==> src/rtl/aabb_exit_stepper_if.sv <==
// rtl/aabb_exit_stepper_if.sv - ray request/result handshake bundle for the AABB exit stepper
interface aabb_exit_stepper_if #(
    parameter int WIDTH = 16,
    parameter int TAG_W = 8,
    parameter int CW    = $clog2(WIDTH + 3)
);
    logic                   in_valid;
    logic                   in_ready;
    logic [2:0][WIDTH-1:0]  in_q;
    logic [2:0][WIDTH-1:0]  in_v;
    logic [2:0][WIDTH-1:0]  in_l;
    logic [2:0][WIDTH-1:0]  in_u;
    logic [TAG_W-1:0]       in_tag;

    logic                   out_valid;
    logic                   out_ready;
    logic [2:0][WIDTH-1:0]  out_qp;
    logic [TAG_W-1:0]       out_tag;
    logic [2:0]             out_face;
    logic                   out_oob;
    logic                   out_timeout;
    logic [CW-1:0]          out_iters;

    // Requester side: issues rays, consumes results.
    modport master (
        output in_valid, in_q, in_v, in_l, in_u, in_tag, out_ready,
        input  in_ready, out_valid, out_qp, out_tag, out_face, out_oob, out_timeout, out_iters
    );

    // Stepper side.
    modport slave (
        input  in_valid, in_q, in_v, in_l, in_u, in_tag, out_ready,
        output in_ready, out_valid, out_qp, out_tag, out_face, out_oob, out_timeout, out_iters
    );
endinterface

==> src/rtl/aabb_exit_stepper.sv <==
// rtl/aabb_exit_stepper.sv - binary-halving ray stepper that finds where a ray leaves an axis-aligned box
module aabb_exit_stepper #(
    parameter int WIDTH    = 16,
    parameter int TAG_W    = 8,
    parameter int MAX_ITER = WIDTH + 2,
    parameter int CW       = $clog2(MAX_ITER + 1)
) (
    input  logic                 clock,
    input  logic                 reset,
    aabb_exit_stepper_if.slave   bus
);
    // Proposed positions carry two extra bits so that one step below zero
    // or one step past the top of the coordinate range is representable.
    localparam int PW = WIDTH + 2;
    localparam logic [PW-1:0] P_ONE    = PW'(1);
    localparam logic [CW-1:0] CNT_ONE  = CW'(1);
    localparam logic [CW-1:0] CNT_LAST = CW'(MAX_ITER - 1);

    typedef enum logic [1:0] {IDLE, STEP, DONE} state_t;

    state_t                 state;
    logic [2:0][WIDTH-1:0]  acc;
    logic [2:0][WIDTH:0]    s;
    logic [2:0][WIDTH-1:0]  l_r;
    logic [2:0][WIDTH-1:0]  u_r;
    logic [TAG_W-1:0]       tag_r;
    logic [CW-1:0]          count;

    logic [2:0][WIDTH-1:0]  rs;
    logic [2:0][PW-1:0]     p;
    logic [2:0][PW-1:0]     lo;
    logic [2:0][PW-1:0]     hi;
    logic [2:0]             ax_in;
    logic [2:0]             ax_on;
    logic [2:0]             ax_hi;
    logic [2:0][WIDTH-1:0]  acc_nxt;
    logic                   in_box;
    logic                   hit;
    logic                   last_iter;
    logic                   oob;
    logic [1:0]             face_axis;
    logic                   face_side;

    assign bus.in_ready  = (state == IDLE);
    assign bus.out_valid = (state == DONE);

    // One halving step per axis: propose a move, classify it against the expanded box.
    always_comb begin
        in_box    = 1'b1;
        oob       = 1'b0;
        face_axis = 2'd3;
        face_side = 1'b0;
        for (int i = 0; i < 3; i++) begin
            // s/2 rounded toward zero: floor shift, then fix up negative odd values.
            rs[i]    = s[i][WIDTH:1] + {{(WIDTH-1){1'b0}}, s[i][WIDTH] & s[i][0]};
            p[i]     = {2'b00, acc[i]} + {{2{rs[i][WIDTH-1]}}, rs[i]};
            lo[i]    = {2'b00, l_r[i]} - P_ONE;
            hi[i]    = {2'b00, u_r[i]} + P_ONE;
            ax_hi[i] = (p[i] == hi[i]);
            ax_on[i] = (p[i] == lo[i]) || ax_hi[i];
            ax_in[i] = ($signed(p[i]) >= $signed(lo[i])) && ($signed(p[i]) <= $signed(hi[i]));
            in_box   = in_box & ax_in[i];
            oob      = oob | (p[i][PW-1:WIDTH] != 2'b00);
        end
        for (int i = 2; i >= 0; i--) begin
            if (ax_on[i]) begin
                face_axis = 2'(i);
                face_side = ax_hi[i];
            end
        end
        hit = in_box && (|ax_on);
        for (int i = 0; i < 3; i++) begin
            acc_nxt[i] = in_box ? p[i][WIDTH-1:0] : acc[i];
        end
        last_iter = (count == CNT_LAST);
    end

    // Control FSM plus datapath and result registers.
    always_ff @(posedge clock or posedge reset) begin
        if (reset) begin
            state           <= IDLE;
            acc             <= '0;
            s               <= '0;
            l_r             <= '0;
            u_r             <= '0;
            tag_r           <= '0;
            count           <= '0;
            bus.out_qp      <= '0;
            bus.out_tag     <= '0;
            bus.out_face    <= 3'b110;
            bus.out_oob     <= 1'b0;
            bus.out_timeout <= 1'b0;
            bus.out_iters   <= '0;
        end else begin
            case (state)
                IDLE: begin
                    if (bus.in_valid) begin
                        acc   <= bus.in_q;
                        l_r   <= bus.in_l;
                        u_r   <= bus.in_u;
                        tag_r <= bus.in_tag;
                        count <= '0;
                        for (int i = 0; i < 3; i++) begin
                            s[i] <= {bus.in_v[i], 1'b0};
                        end
                        state <= STEP;
                    end
                end
                STEP: begin
                    acc   <= acc_nxt;
                    count <= count + CNT_ONE;
                    for (int i = 0; i < 3; i++) begin
                        s[i] <= {s[i][WIDTH], s[i][WIDTH:1]};
                    end
                    // A hit on the final iteration wins over the timeout.
                    if (hit) begin
                        state           <= DONE;
                        bus.out_qp      <= acc_nxt;
                        bus.out_tag     <= tag_r;
                        bus.out_face    <= {face_axis, face_side};
                        bus.out_oob     <= oob;
                        bus.out_timeout <= 1'b0;
                        bus.out_iters   <= count + CNT_ONE;
                    end else if (last_iter) begin
                        state           <= DONE;
                        bus.out_qp      <= acc_nxt;
                        bus.out_tag     <= tag_r;
                        bus.out_face    <= 3'b110;
                        bus.out_oob     <= 1'b0;
                        bus.out_timeout <= 1'b1;
                        bus.out_iters   <= count + CNT_ONE;
                    end
                end
                DONE: begin
                    if (bus.out_ready) begin
                        state <= IDLE;
                    end
                end
                default: state <= IDLE;
            endcase
        end
    end
endmodule

==> src/flat_wrapper.sv <==
// flat-port wrapper written by rule: the top's interface ports become plain ports
module aabb_exit_stepper_flat 
#(
    parameter int WIDTH    = 16,
    parameter int TAG_W    = 8,
    parameter int MAX_ITER = WIDTH + 2,
    parameter int CW       = $clog2(MAX_ITER + 1)
)
  (clock, reset, bus_in_valid, bus_in_q, bus_in_v, bus_in_l, bus_in_u, bus_in_tag, bus_out_ready, bus_in_ready, bus_out_valid, bus_out_qp, bus_out_tag, bus_out_face, bus_out_oob, bus_out_timeout, bus_out_iters);
  aabb_exit_stepper_if #(.WIDTH(WIDTH), .TAG_W(TAG_W), .CW(CW)) bus_i ();
  input  logic clock;
  input  logic reset;
  input wire logic [$bits(bus_i.in_valid)-1:0] bus_in_valid;
  input wire logic [$bits(bus_i.in_q)-1:0] bus_in_q;
  input wire logic [$bits(bus_i.in_v)-1:0] bus_in_v;
  input wire logic [$bits(bus_i.in_l)-1:0] bus_in_l;
  input wire logic [$bits(bus_i.in_u)-1:0] bus_in_u;
  input wire logic [$bits(bus_i.in_tag)-1:0] bus_in_tag;
  input wire logic [$bits(bus_i.out_ready)-1:0] bus_out_ready;
  output wire logic [$bits(bus_i.in_ready)-1:0] bus_in_ready;
  output wire logic [$bits(bus_i.out_valid)-1:0] bus_out_valid;
  output wire logic [$bits(bus_i.out_qp)-1:0] bus_out_qp;
  output wire logic [$bits(bus_i.out_tag)-1:0] bus_out_tag;
  output wire logic [$bits(bus_i.out_face)-1:0] bus_out_face;
  output wire logic [$bits(bus_i.out_oob)-1:0] bus_out_oob;
  output wire logic [$bits(bus_i.out_timeout)-1:0] bus_out_timeout;
  output wire logic [$bits(bus_i.out_iters)-1:0] bus_out_iters;
  assign bus_i.in_valid = bus_in_valid;
  assign bus_i.in_q = bus_in_q;
  assign bus_i.in_v = bus_in_v;
  assign bus_i.in_l = bus_in_l;
  assign bus_i.in_u = bus_in_u;
  assign bus_i.in_tag = bus_in_tag;
  assign bus_i.out_ready = bus_out_ready;
  assign bus_in_ready = bus_i.in_ready;
  assign bus_out_valid = bus_i.out_valid;
  assign bus_out_qp = bus_i.out_qp;
  assign bus_out_tag = bus_i.out_tag;
  assign bus_out_face = bus_i.out_face;
  assign bus_out_oob = bus_i.out_oob;
  assign bus_out_timeout = bus_i.out_timeout;
  assign bus_out_iters = bus_i.out_iters;
  aabb_exit_stepper #(.WIDTH(WIDTH), .TAG_W(TAG_W), .MAX_ITER(MAX_ITER), .CW(CW)) u_core (.clock(clock), .reset(reset), .bus(bus_i));
endmodule
==> config.mk <==
export PLATFORM = sky130hd
export DESIGN_NAME = aabb_exit_stepper_flat
export DESIGN_NICKNAME = d
export VERILOG_FILES = /design/src/rtl/aabb_exit_stepper_if.sv /design/src/rtl/aabb_exit_stepper.sv /design/src/flat_wrapper.sv
export SDC_FILE = /design/constraint.sdc
export NUM_CORES = 1
export LEC_CHECK = 0
export ABC_AREA = 1
export BUFFER_PORTS_ARGS = -buffer_cell sky130_fd_sc_hd__buf_2
export CAP_MARGIN = 20
export CELL_PAD_IN_SITES_DETAIL_PLACEMENT = 0
export CELL_PAD_IN_SITES_GLOBAL_PLACEMENT = 1
export CORE_AREA = 2 2 228 230
export CTS_BUF_LIST = sky130_fd_sc_hd__clkbuf_4 sky130_fd_sc_hd__clkbuf_8
export DETAILED_ROUTE_END_ITERATION = 10
export DIE_AREA = 0 0 230 232
export GPL_TIMING_DRIVEN = 0
export MAX_ROUTING_LAYER = met4
export PLACE_DENSITY_LB_ADDON = 0.1
export SKIP_LAST_GASP = 1
export SLEW_MARGIN = 20
export SYNTH_ARGS = -nofsm -noshare
export SYNTH_HDL_FRONTEND = slang
export SYNTH_SLANG_ARGS = --single-unit
==> constraint.sdc <==
create_clock -name clock -period 9.2 [get_ports clock]
set_input_delay 1.84 -clock clock [delete_from_list [all_inputs] [get_ports clock]]
set_output_delay 1.84 -clock clock [all_outputs]
set_load 0.02 [all_outputs]
==> results of run 1 <==
## registers in the layout (all words and copies together) (netlist names), 2 cells and up
signal,cells
u_core.s,51
u_core.acc,48
u_core.bus.out_qp,48
u_core.l_r,48
u_core.u_r,48
u_core.bus.out_tag,8
u_core.tag_r,8
u_core.bus.out_iters,5
u_core.count,5
u_core.bus.out_face,3
u_core.state,2
## cells by family after synthesis
group,count (synthesis),share of synthesized area [%]
buffers and inverters,369,7.55
and+or+nand+nor,1587,34.1
AOI/OAI and AO/OA,268,7.69
xor gates and xnor gates,142,6.24
adders and majority gates,162,10.2
DFF,276,34.2
## per-layer routing
layer	track usage, %	share of wire (%)
met1	40.0	47
met2	42.2	43
met3	4.52	6.7
met4	8.10	2.6
met5	-	0
## path summary, 6_finish.rpt
| check | cells past startpoint | start | slack [ns] | to |
|---|---|---|---|---|
| setup / recovery | 39 | u_core.s[50] | 2.34 | u_core.bus.out_qp[42] |
| hold / removal | 2 | u_core.bus.out_qp[38] | 0.47 | u_core.bus.out_qp[38] |
| setup reg to reg | 39 | u_core.s[50] | 2.34 | u_core.bus.out_qp[42] |
| hold reg to reg | 2 | u_core.bus.out_qp[38] | 0.47 | u_core.bus.out_qp[38] |
| max in group asynchronous | 7 | reset | 6.69 | u_core.l_r[36] |
| min in group asynchronous | 2 | reset | 1.22 | u_core.s[7] |
## final cells by class
type | count | share of cell area, %
buffer | 94 | 2.07
antenna | 4 | 0.0420
clock buffer | 84 | 4.38
sequential | 276 | 29.0
timing repair buffer | 281 | 6.62
multi-input combinational | 2159 | 49.3
inverter | 275 | 4.34
tap | 680 | 3.57
clock inverter | 10 | 0.745
## metrics by stage
step                      std cells  utilization [%]  setup WS, ns
after floorplan                2804                -          3.71
after global placement         3755             44.0          1.73
after detailed placement       3765             44.4          2.43
after CTS                      3859             46.8          2.35
after global routing           3862             46.9          1.71
final                          3863             46.9          2.34
## worst max-delay path, delay by kind of cell (launching register included)
| kind | cells | cell delay (ns) |
|---|---|---|
| simple gates | 24 | 3.67 |
| fa+ha+maj | 4 | 1.09 |
| buf+inv | 7 | 0.76 |
| compound gates | 3 | 0.58 |
| flops | 1 | 0.47 |
| xor+xnor | 1 | 0.19 |
## placed cells by master (no fill, tap or decap), types with 4 or more instances in the layout
master	n
sky130_fd_sc_hd__dfrtp_1	274
sky130_fd_sc_hd__inv_1	259
sky130_fd_sc_hd__buf_1	9
sky130_fd_sc_hd__clkbuf_4	19
sky130_fd_sc_hd__bufinv_16	5
sky130_fd_sc_hd__buf_4	11
sky130_fd_sc_hd__diode_2	4
sky130_fd_sc_hd__nand4_1	88
sky130_fd_sc_hd__clkinv_2	4
sky130_fd_sc_hd__nand2_1	970
sky130_fd_sc_hd__nor4_1	14
sky130_fd_sc_hd__a22oi_1	42
sky130_fd_sc_hd__buf_6	4
sky130_fd_sc_hd__nand3_1	224
sky130_fd_sc_hd__nand3_2	12
sky130_fd_sc_hd__a31oi_1	6
sky130_fd_sc_hd__buf_12	9
sky130_fd_sc_hd__o21ai_1	4
sky130_fd_sc_hd__nand3b_1	8
sky130_fd_sc_hd__clkbuf_8	66
sky130_fd_sc_hd__buf_2	287
sky130_fd_sc_hd__nor2_1	162
sky130_fd_sc_hd__o21bai_1	4
sky130_fd_sc_hd__xor2_1	108
sky130_fd_sc_hd__o2111ai_1	4
sky130_fd_sc_hd__nor2_2	13
sky130_fd_sc_hd__inv_2	14
sky130_fd_sc_hd__o21ai_0	115
sky130_fd_sc_hd__nor2_4	5
sky130_fd_sc_hd__xnor2_1	32
sky130_fd_sc_hd__nand2_2	39
sky130_fd_sc_hd__a21boi_0	4
sky130_fd_sc_hd__clkbuf_1	49
sky130_fd_sc_hd__nor3_1	42
sky130_fd_sc_hd__a21oi_1	66
sky130_fd_sc_hd__ha_1	159
==> reports/qor.json, run 1 <==
{
  "cpMaxStageDelayCell": {"value": "sky130_fd_sc_hd__dfrtp_1"},
  "fillCellCount": {"value": 5290},
  "first_drt_pass_iteration_count": {"value": 5},
  "cp_max_fo": {"value": 10},
  "post_cts_resize_count": {"value": 0},
  "syn-cell-area": {"value": 0.0202, "unit": "mm^2"},
  "achievable_freq": {"value": 0.146, "unit": "GHz"},
  "max-cap-violations": {"value": 0},
  "proportion_of_layout_cells_with_a_drive_suffix_above_1": {"value": 16.0, "unit": "%"},
  "finalNetCount": {"value": 3506},
  "hold_buffers": {"value": 0},
  "timing.slew.headroom": {"value": 26.8, "unit": "%"},
  "wl_per_cell": {"value": 19.1, "unit": "um"},
  "clock_latency": {"value": 0.66, "unit": "ns"},
  "setup_tns": {"value": 0, "unit": "ns"},
  "worst-endpoint-required": {"value": 9.78, "unit": "ns"},
  "die_w": {"value": 230, "unit": "um"},
  "holdCritPathClass": {"value": "reg2reg"},
  "whs": {"value": 0.467, "unit": "ns"},
  "die-height": {"value": 232, "unit": "um"},
  "grt_first_pass_wirelength": {"value": 112000, "unit": "um"},
  "edff_count_synth": {"value": 0},
  "grt_max_degree": {"value": 33},
  "cts-buffers-inserted": {"value": 53},
  "detailedPlacementHpwl": {"value": 60300, "unit": "um"},
  "core_area": {"value": 0.0509, "unit": "mm^2"},
  "avgViaCountPerCell": {"value": 5.14},
  "synthDistinctLibCells": {"value": 56},
  "drtAntennaViolNets": {"value": 0},
  "final-seq-area": {"value": 0.00691, "unit": "mm^2"},
  "rsz_0062_raised_after_global_routing": {"value": "false"},
  "grt_pass1_vias": {"value": 19300},
  "fin_crit_sh": {"value": 74.5, "unit": "%"},
  "postSynthRegisterBits": {"value": 276},
  "detail_route.drc_violations": {"value": 0},
  "area_delta_synth_final": {"value": 18.2, "unit": "%"},
  "postSynth.topFlopCell": {"value": "sky130_fd_sc_hd__dfrtp_1"},
  "initial_antenna_violation_count": {"value": 4},
  "synth_most_common_cell": {"value": "sky130_fd_sc_hd__nand2_1"},
  "clock_tree.root_cell": {"value": "sky130_fd_sc_hd__clkbuf_8"},
  "startpoint_type": {"value": "register"},
  "critPathArrivalTime": {"value": 7.43, "unit": "ns"},
  "synth.yosys.seq_area_share": {"value": 34.2, "unit": "%"},
  "placed_area": {"value": 0.0226, "unit": "mm^2"},
  "grt_util_all_layers": {"value": 28.4, "unit": "%"},
  "yosysTopAreaCell": {"value": "sky130_fd_sc_hd__dfrtp_1"},
  "design_area": {"value": 0.0238, "unit": "mm^2"},
  "std_cell_rows": {"value": 83},
  "setup_violations": {"value": 0},
  "period_minus_slack": {"value": 6.86, "unit": "ns"},
  "cp-end-kind": {"value": "register"},
  "postCtsSetupBuffers": {"value": 0},
  "yosysWarnings": {"value": 0},
  "timing.final.hold_violations": {"value": 0},
  "worst_path_most_repeated_cell": {"value": "sky130_fd_sc_hd__nand2_1"},
  "cts_max_level": {"value": 2},
  "outcome": {"value": "finished, final reports clean"},
  "setup.worst_path.class": {"value": "reg2reg"},
  "clk_transition_reported_paths": {"value": 0.06, "unit": "ns"},
  "floorplan.initialDensity": {"value": 39.7, "unit": "%"},
  "cts_tree": {"value": "yes"},
  "synth_area_leaders": {"value": "sky130_fd_sc_hd__dfrtp_1, sky130_fd_sc_hd__nand2_1, sky130_fd_sc_hd__ha_1"},
  "syn-instance-count": {"value": 2804},
  "cp_slowest_stage_delay": {"value": 0.47, "unit": "ns"},
  "io_buffers": {"value": 271},
  "remaining_global_route_overflow": {"value": 0},
  "gp_congestion": {"value": 0.919},
  "finalWirelength": {"value": 73800, "unit": "um"},
  "synthesized_net_count": {"value": 3170},
  "postSynthAreaPerCell": {"value": 7.20, "unit": "um^2"},
  "via_count": {"value": 19900},
  "num_io_pins": {"value": 272},
  "final-max-slew-violation-count": {"value": 0},
  "worstMarginPinSlew": {"value": 1.10, "unit": "ns"},
  "drt_first_iter_violations": {"value": 1542},
  "finClkSkew": {"value": 0.0374, "unit": "ns"},
  "yosys-top-cells-count": {"value": "sky130_fd_sc_hd__nand2_1, sky130_fd_sc_hd__dfrtp_1, sky130_fd_sc_hd__inv_1, sky130_fd_sc_hd__nand3_1, sky130_fd_sc_hd__nor2_1"},
  "clock-sinks": {"value": 276},
  "clk_path_buf_depth": {"value": 3},
  "design.die.area": {"value": 0.0534, "unit": "mm^2"},
  "postSynth.asyncResetShare": {"value": 100, "unit": "%"},
  "post-synth-top-area-fraction": {"value": 34.0, "unit": "%"},
  "footprint_of_the_multi_input_gates": {"value": 0.0117, "unit": "mm^2"}
}
Power of run 1 is left out: the tool's default activity adds up to more than one toggle a clock period on the data nets, which glitch-free logic cannot reach.
==> run 2: changes to the inputs <==
- clock period: 9.2 -> 6.2 ns (I/O delays scaled with it)
==> reports/qor.json, run 2 (synthesis results as in run 1) <==
{
  "outcome": {"value": "finished, final reports clean"},
  "hold_buffers": {"value": 0, "change": "unchanged"},
  "finalWirelength": {"value": 74500, "unit": "um", "change": "+0.90%"},
  "detail_route.drc_violations": {"value": 0, "change": "unchanged"},
  "setup_violations": {"value": 0, "change": "unchanged"},
  "max-cap-violations": {"value": 0, "change": "unchanged"},
  "finish.utilization": {"value": 47.9, "unit": "%", "change": "+1.1 points"},
  "drtAntennaViolNets": {"value": 0, "change": "unchanged"},
  "cts_tree": {"value": "yes"},
  "cp_max_fo": {"value": 6, "change": "-4"},
  "core_area": {"value": 0.0509, "unit": "mm^2", "change": "unchanged"},
  "final-max-slew-violation-count": {"value": 0, "change": "unchanged"},
  "worst-endpoint-required": {"value": 6.72, "unit": "ns", "change": "-3.06 ns"},
  "timing.final.hold_violations": {"value": 0, "change": "unchanged"},
  "detailedPlace.worstSlack": {"value": -0.575, "unit": "ns", "change": "-3.00 ns"},
  "clk_path_buf_depth": {"value": 3, "change": "unchanged"},
  "grt_max_degree": {"value": 33, "change": "unchanged"},
  "via_count": {"value": 19900, "change": "+0.15%"},
  "startpoint_type": {"value": "register"},
  "most_frequent_standard_cell_in_the_layout_excluding_fill_and_tap_cells": {"value": "sky130_fd_sc_hd__nand2_1"},
  "worst_path_most_repeated_cell": {"value": "sky130_fd_sc_hd__nand2_2"},
  "num_io_pins": {"value": 272, "change": "unchanged"},
  "finClkSkew": {"value": 0.0375, "unit": "ns", "change": "+0.000169 ns"},
  "worstSetupEndpoint": {"value": "u_core.bus.out_qp[13]"},
  "die_w": {"value": 230, "unit": "um", "change": "unchanged"},
  "holdCritPathClass": {"value": "reg2reg"},
  "io_buffers": {"value": 271, "change": "unchanged"},
  "avgViaCountPerCell": {"value": 5.13, "change": "-0.24%"},
  "setup_crit_start": {"value": "u_core.s[50]"},
  "grt_first_pass_wirelength": {"value": 112000, "unit": "um", "change": "about the same"},
  "gp_congestion": {"value": 0.919, "change": "unchanged"},
  "achievable_freq": {"value": 0.169, "unit": "GHz", "change": "+16%"},
  "fin_crit_sh": {"value": 95.2, "unit": "%", "change": "+21 points"},
  "grt_pass1_vias": {"value": 19300, "change": "+0.036%"},
  "r2r-end": {"value": "u_core.bus.out_qp[13]"},
  "regMostFlops": {"value": "u_core.s"},
  "timing.slew.headroom": {"value": 23.0, "unit": "%", "change": "-3.8 points"},
  "fillCellCount": {"value": 5237, "change": "-1.0%"},
  "cts-buffers-inserted": {"value": 53, "change": "unchanged"},
  "cpMaxStageDelayCell": {"value": "sky130_fd_sc_hd__dfrtp_2"},
  "grt_util_all_layers": {"value": 28.4, "unit": "%", "change": "about the same"},
  "remaining_global_route_overflow": {"value": 0, "change": "unchanged"},
  "period_minus_slack": {"value": 5.90, "unit": "ns", "change": "-0.954 ns"},
  "detailedPlacementHpwl": {"value": 60300, "unit": "um", "change": "unchanged"},
  "wl_per_cell": {"value": 19.2, "unit": "um", "change": "+0.51%"},
  "proportion_of_layout_cells_with_a_drive_suffix_above_1": {"value": 18.3, "unit": "%", "change": "+2.3 points"},
  "clock-sinks": {"value": 276, "change": "unchanged"},
  "clk_transition_reported_paths": {"value": 0.06, "unit": "ns", "change": "about the same"},
  "design.die.area": {"value": 0.0534, "unit": "mm^2", "change": "unchanged"},
  "clock_tree.root_cell": {"value": "sky130_fd_sc_hd__clkbuf_8"},
  "largest_register_ffs": {"value": 51, "change": "unchanged"},
  "critPathArrivalTime": {"value": 6.43, "unit": "ns", "change": "-1.00 ns"},
  "worstHoldStart": {"value": "u_core.bus.out_face[2]"},
  "cts_max_level": {"value": 2, "change": "unchanged"},
  "cp-end-kind": {"value": "register"},
  "worst_r2r_path_depth": {"value": 41, "change": "+5.1%"},
  "final.setup.worst_slack": {"value": 0.296, "unit": "ns", "change": "-2.05 ns"},
  "layout.cells.most_common_list": {"value": "sky130_fd_sc_hd__nand2_1, sky130_fd_sc_hd__buf_2, sky130_fd_sc_hd__dfrtp_1, sky130_fd_sc_hd__inv_1, sky130_fd_sc_hd__nand3_1"},
  "cp_slowest_stage_delay": {"value": 0.41, "unit": "ns", "change": "-0.06 ns"},
  "setup.worst_path.class": {"value": "reg2reg"},
  "area_delta_synth_final": {"value": 20.9, "unit": "%"},
  "floorplan.initialDensity": {"value": 39.7, "unit": "%", "change": "unchanged"},
  "drt_first_iter_violations": {"value": 1469, "change": "-4.7%"},
  "min_delay_path_depth": {"value": 2, "change": "unchanged"},
  "clock_latency": {"value": 0.66, "unit": "ns", "change": "about the same"},
  "first_drt_pass_iteration_count": {"value": 6, "change": "+1"},
  "r2r_setup_slack": {"value": 0.30, "unit": "ns", "change": "-2.05 ns"},
  "regToRegStartpoint": {"value": "u_core.s[50]"},
  "worstMarginPinSlew": {"value": 1.16, "unit": "ns", "change": "+0.0574 ns"},
  "std_cell_rows": {"value": 83, "change": "unchanged"},
  "initial_antenna_violation_count": {"value": 4, "change": "unchanged"},
  "die-height": {"value": 232, "unit": "um", "change": "unchanged"},
  "finalNetCount": {"value": 3521, "change": "+0.43%"}
}
## run 2: stage by stage
step                      TNS, ns  cell area, um^2  hold slack (ns)  std cells
after global routing       -0.526            24400            0.484       3877
after global placement    -217.87            22400            0.453       3755
final                           0            24400            0.466       3878
after CTS                       0            24000            0.468       3862
after floorplan                 0            20200            0.450       2804
after detailed placement   -51.08            22600            0.454       3765
## run 2: how the worst min path moves through the flow
stage / end / slack (ns)
final: u_core.bus.out_face[2] / 0.47
after global routing: u_core.bus.out_face[2] / 0.48
after CTS: u_core.bus.out_qp[38] / 0.47
after detailed placement: u_core.bus.out_qp[38] / 0.45
after global placement: u_core.bus.out_iters[1] / 0.45
after floorplan: u_core.tag_r[0] / 0.45
## run 2: layer usage
layer | vias to the layer above | wire [um] | share of wire (%) | track usage (%)
li1 | 9851 | - | - | -
met1 | 9359 | 35700 | 48 | 40.0
met2 | 572 | 31900 | 43 | 42.2
met3 | 103 | 4620 | 6.2 | 4.54
met4 | 0 | 2210 | 3.0 | 8.10
met5 | - | 0 | 0 | -
## run 2: final cells by class
cell class	count	area (um^2)	area share, %
tap	680	851	3.49
timing repair buffer	296	1730	7.08
clock inverter	10	178	0.728
antenna	4	10.0	0.0410
clock buffer	84	1040	4.28
buffer	94	532	2.18
multi-input combinational	2159	12100	49.6
sequential	276	6910	28.3
inverter	275	1040	4.25
## run 2: timing repair
item | CTS | global route
gates resized for setup | 18 | 73
cloned | 0 | 2
pin swaps | 4 | 21
setup endpoints to repair | 116 | 116
buffers inserted | 3 | 10
## run 2: critical path: cells and delay by family, from the launching register on
kind            cells  cell delay [ns]
flops               1             0.41
xor+xnor            1             0.18
buf+inv             8             0.81
simple gates       26             3.11
fa+ha+maj           4             0.88
compound gates      2             0.33
Power of run 2 is left out for the same reason.
==> run 3: changes to the inputs <==
- CTS_CLUSTER_DIAMETER: not set -> 60
- GPL_TIMING_DRIVEN: 0 -> not set
- MAX_ROUTING_LAYER: met4 -> not set
==> reports/qor.json, run 3 (synthesis results as in run 1) <==
{
  "outcome": {"value": "finished, final reports clean"},
  "detail_route.drc_violations": {"value": 0, "change": "unchanged"},
  "clock_latency": {"value": 0.66, "unit": "ns", "change": "about the same"},
  "grt_pass1_vias": {"value": 18700, "change": "-3.0%"},
  "min_delay_path_depth": {"value": 2, "change": "unchanged"},
  "clk_transition_reported_paths": {"value": 0.06, "unit": "ns", "change": "about the same"},
  "regToRegStartpoint": {"value": "u_core.s[50]"},
  "largest_register_ffs": {"value": 51, "change": "unchanged"},
  "area_delta_synth_final": {"value": 17.9, "unit": "%"},
  "hold_buffers": {"value": 0, "change": "unchanged"},
  "clk_path_buf_depth": {"value": 3, "change": "unchanged"},
  "io_buffers": {"value": 271, "change": "unchanged"},
  "first_drt_pass_iteration_count": {"value": 5, "change": "-1"},
  "remaining_global_route_overflow": {"value": 0, "change": "unchanged"},
  "cpMaxStageDelayCell": {"value": "sky130_fd_sc_hd__dfrtp_1"},
  "finalWirelength": {"value": 69200, "unit": "um", "change": "-7.1%"},
  "finClkSkew": {"value": 0.0385, "unit": "ns", "change": "+0.000939 ns"},
  "proportion_of_layout_cells_with_a_drive_suffix_above_1": {"value": 17.2, "unit": "%", "change": "-1.2 points"},
  "r2r-end": {"value": "u_core.bus.out_qp[15]"},
  "achievable_freq": {"value": 0.172, "unit": "GHz", "change": "+1.8%"},
  "regMostFlops": {"value": "u_core.s"},
  "worstMarginPinSlew": {"value": 1.15, "unit": "ns", "change": "-0.00726 ns"},
  "wl_per_cell": {"value": 18.2, "unit": "um", "change": "-5.4%"},
  "grt_util_all_layers": {"value": 25.2, "unit": "%", "change": "-3.2 points"},
  "cp_max_fo": {"value": 10, "change": "+4"},
  "setup_violations": {"value": 0, "change": "unchanged"},
  "avgViaCountPerCell": {"value": 5.11, "change": "-0.31%"},
  "drtAntennaViolNets": {"value": 0, "change": "unchanged"},
  "cts_tree": {"value": "yes"},
  "grt_max_degree": {"value": 193, "change": "+480%"},
  "fin_crit_sh": {"value": 93.6, "unit": "%", "change": "-1.6 points"},
  "worstHoldStart": {"value": "u_core.bus.out_face[2]"},
  "num_io_pins": {"value": 272, "change": "unchanged"},
  "grt_first_pass_wirelength": {"value": 105000, "unit": "um", "change": "-6.4%"},
  "layout.cells.most_common_list": {"value": "sky130_fd_sc_hd__nand2_1, sky130_fd_sc_hd__dfrtp_1, sky130_fd_sc_hd__buf_2, sky130_fd_sc_hd__inv_1, sky130_fd_sc_hd__nand3_1"},
  "worst_path_most_repeated_cell": {"value": "sky130_fd_sc_hd__nand2_1"},
  "worst_r2r_path_depth": {"value": 38, "change": "-7.3%"},
  "setup.worst_path.class": {"value": "reg2reg"},
  "die_w": {"value": 230, "unit": "um", "change": "unchanged"},
  "period_minus_slack": {"value": 5.80, "unit": "ns", "change": "-0.102 ns"},
  "startpoint_type": {"value": "register"},
  "whs": {"value": 0.463, "unit": "ns", "change": "-0.00295 ns"},
  "timing.hold.worst_endpoint": {"value": "u_core.bus.out_face[2]"},
  "r2r_setup_slack": {"value": 0.40, "unit": "ns", "change": "+0.10 ns"},
  "critPathArrivalTime": {"value": 6.33, "unit": "ns", "change": "-0.10 ns"},
  "drt_first_iter_violations": {"value": 1364, "change": "-7.1%"},
  "timing.final.hold_violations": {"value": 0, "change": "unchanged"},
  "std_cell_rows": {"value": 83, "change": "unchanged"},
  "max-cap-violations": {"value": 0, "change": "unchanged"},
  "clock_tree.root_cell": {"value": "sky130_fd_sc_hd__clkbuf_8"},
  "design.die.area": {"value": 0.0534, "unit": "mm^2", "change": "unchanged"},
  "timing.slew.headroom": {"value": 23.5, "unit": "%", "change": "+0.48 points"},
  "initial_antenna_violation_count": {"value": 1, "change": "-3"},
  "gp_congestion": {"value": 0.932, "change": "+1.4%"},
  "worst-endpoint-required": {"value": 6.72, "unit": "ns", "change": "about the same"},
  "via_count": {"value": 19500, "change": "-2.1%"},
  "finalNetCount": {"value": 3453, "change": "-1.9%"},
  "finish.utilization": {"value": 46.8, "unit": "%", "change": "-1.2 points"},
  "floorplan.initialDensity": {"value": 39.7, "unit": "%", "change": "unchanged"},
  "most_frequent_standard_cell_in_the_layout_excluding_fill_and_tap_cells": {"value": "sky130_fd_sc_hd__nand2_1"},
  "cp_slowest_stage_delay": {"value": 0.35, "unit": "ns", "change": "-0.06 ns"},
  "core_area": {"value": 0.0509, "unit": "mm^2", "change": "unchanged"},
  "die-height": {"value": 232, "unit": "um", "change": "unchanged"},
  "final-max-slew-violation-count": {"value": 0, "change": "unchanged"},
  "cts-buffers-inserted": {"value": 53, "change": "unchanged"},
  "clock-sinks": {"value": 276, "change": "unchanged"},
  "holdCritPathClass": {"value": "reg2reg"},
  "cts_max_level": {"value": 2, "change": "unchanged"},
  "cp-end-kind": {"value": "register"},
  "detailedPlacementHpwl": {"value": 51600, "unit": "um", "change": "-14%"}
}
## run 3: final cells by class
class | instances | area (um^2)
Sequential cell | 276 | 6910
Antenna cell | 1 | 2.50
Timing Repair Buffer | 321 | 1950
Tap cell | 680 | 851
Clock buffer | 87 | 1070
Inverter | 275 | 1040
Fill cell | 5332 | 27100
Clock inverter | 8 | 100
Multi-Input combinational cell | 2160 | 11900
## run 3: worst max-delay path: cells and delay by family (launching register included)
kind                     cells  cell delay, ns
AO/OA/AOI/OAI                4            0.65
XOR/XNOR                     1            0.20
adder cells (fa/ha/maj)      4            0.96
flip-flops                   1            0.35
buffers and inverters        8            0.84
AND/OR/NAND/NOR             21            2.68
## run 3: how the worst max path moves through the flow
stage                 start  slack [ns]                     to  cells past startpoint
2_1_floorplan  u_core.s[50]        0.76  u_core.bus.out_qp[23]                     41
3_3_place_gp   u_core.s[50]        0.28  u_core.bus.out_qp[31]                     37
3_5_place_dp   u_core.s[50]        0.08  u_core.bus.out_qp[39]                     40
4_1_cts        u_core.s[50]        0.04  u_core.bus.out_qp[39]                     40
5_1_grt        u_core.s[50]       -0.05  u_core.bus.out_qp[15]                     40
6_report       u_core.s[50]        0.40  u_core.bus.out_qp[15]                     38
## run 3: through the flow
stage / setup TNS [ns] / instance area (um^2) / setup WS (ns) / instances
global route: -1.74 / 23800 / -0.0477 / 3808
floorplan: 0 / 20200 / 0.761 / 2804
finish: 0 / 23800 / 0.399 / 3808
global placement: 0 / 22300 / 0.279 / 3697
CTS: 0 / 23500 / 0.0445 / 3792
detailed placement: 0 / 22300 / 0.0791 / 3697
## run 3: repair_timing
action / in CTS / in global routing
setup endpoints to repair: 0 / 116
setup buffers: 0 / 7
gates resized for setup: 0 / 25
## run 3: per-layer routing
| layer | routed length (um) | track usage [%] | part of all wire [%] | vias up |
|---|---|---|---|---|
| met1 | 35400 | 39.2 | 51 | 9170 |
| met3 | 4000 | 4.44 | 5.8 | 68 |
| li1 | - | - | - | 9719 |
| met4 | 1340 | 6.49 | 1.9 | 0 |
| met2 | 28400 | 35.5 | 41 | 508 |
| met5 | 0 | 0 | 0 | - |
Power of run 3 is left out for the same reason.
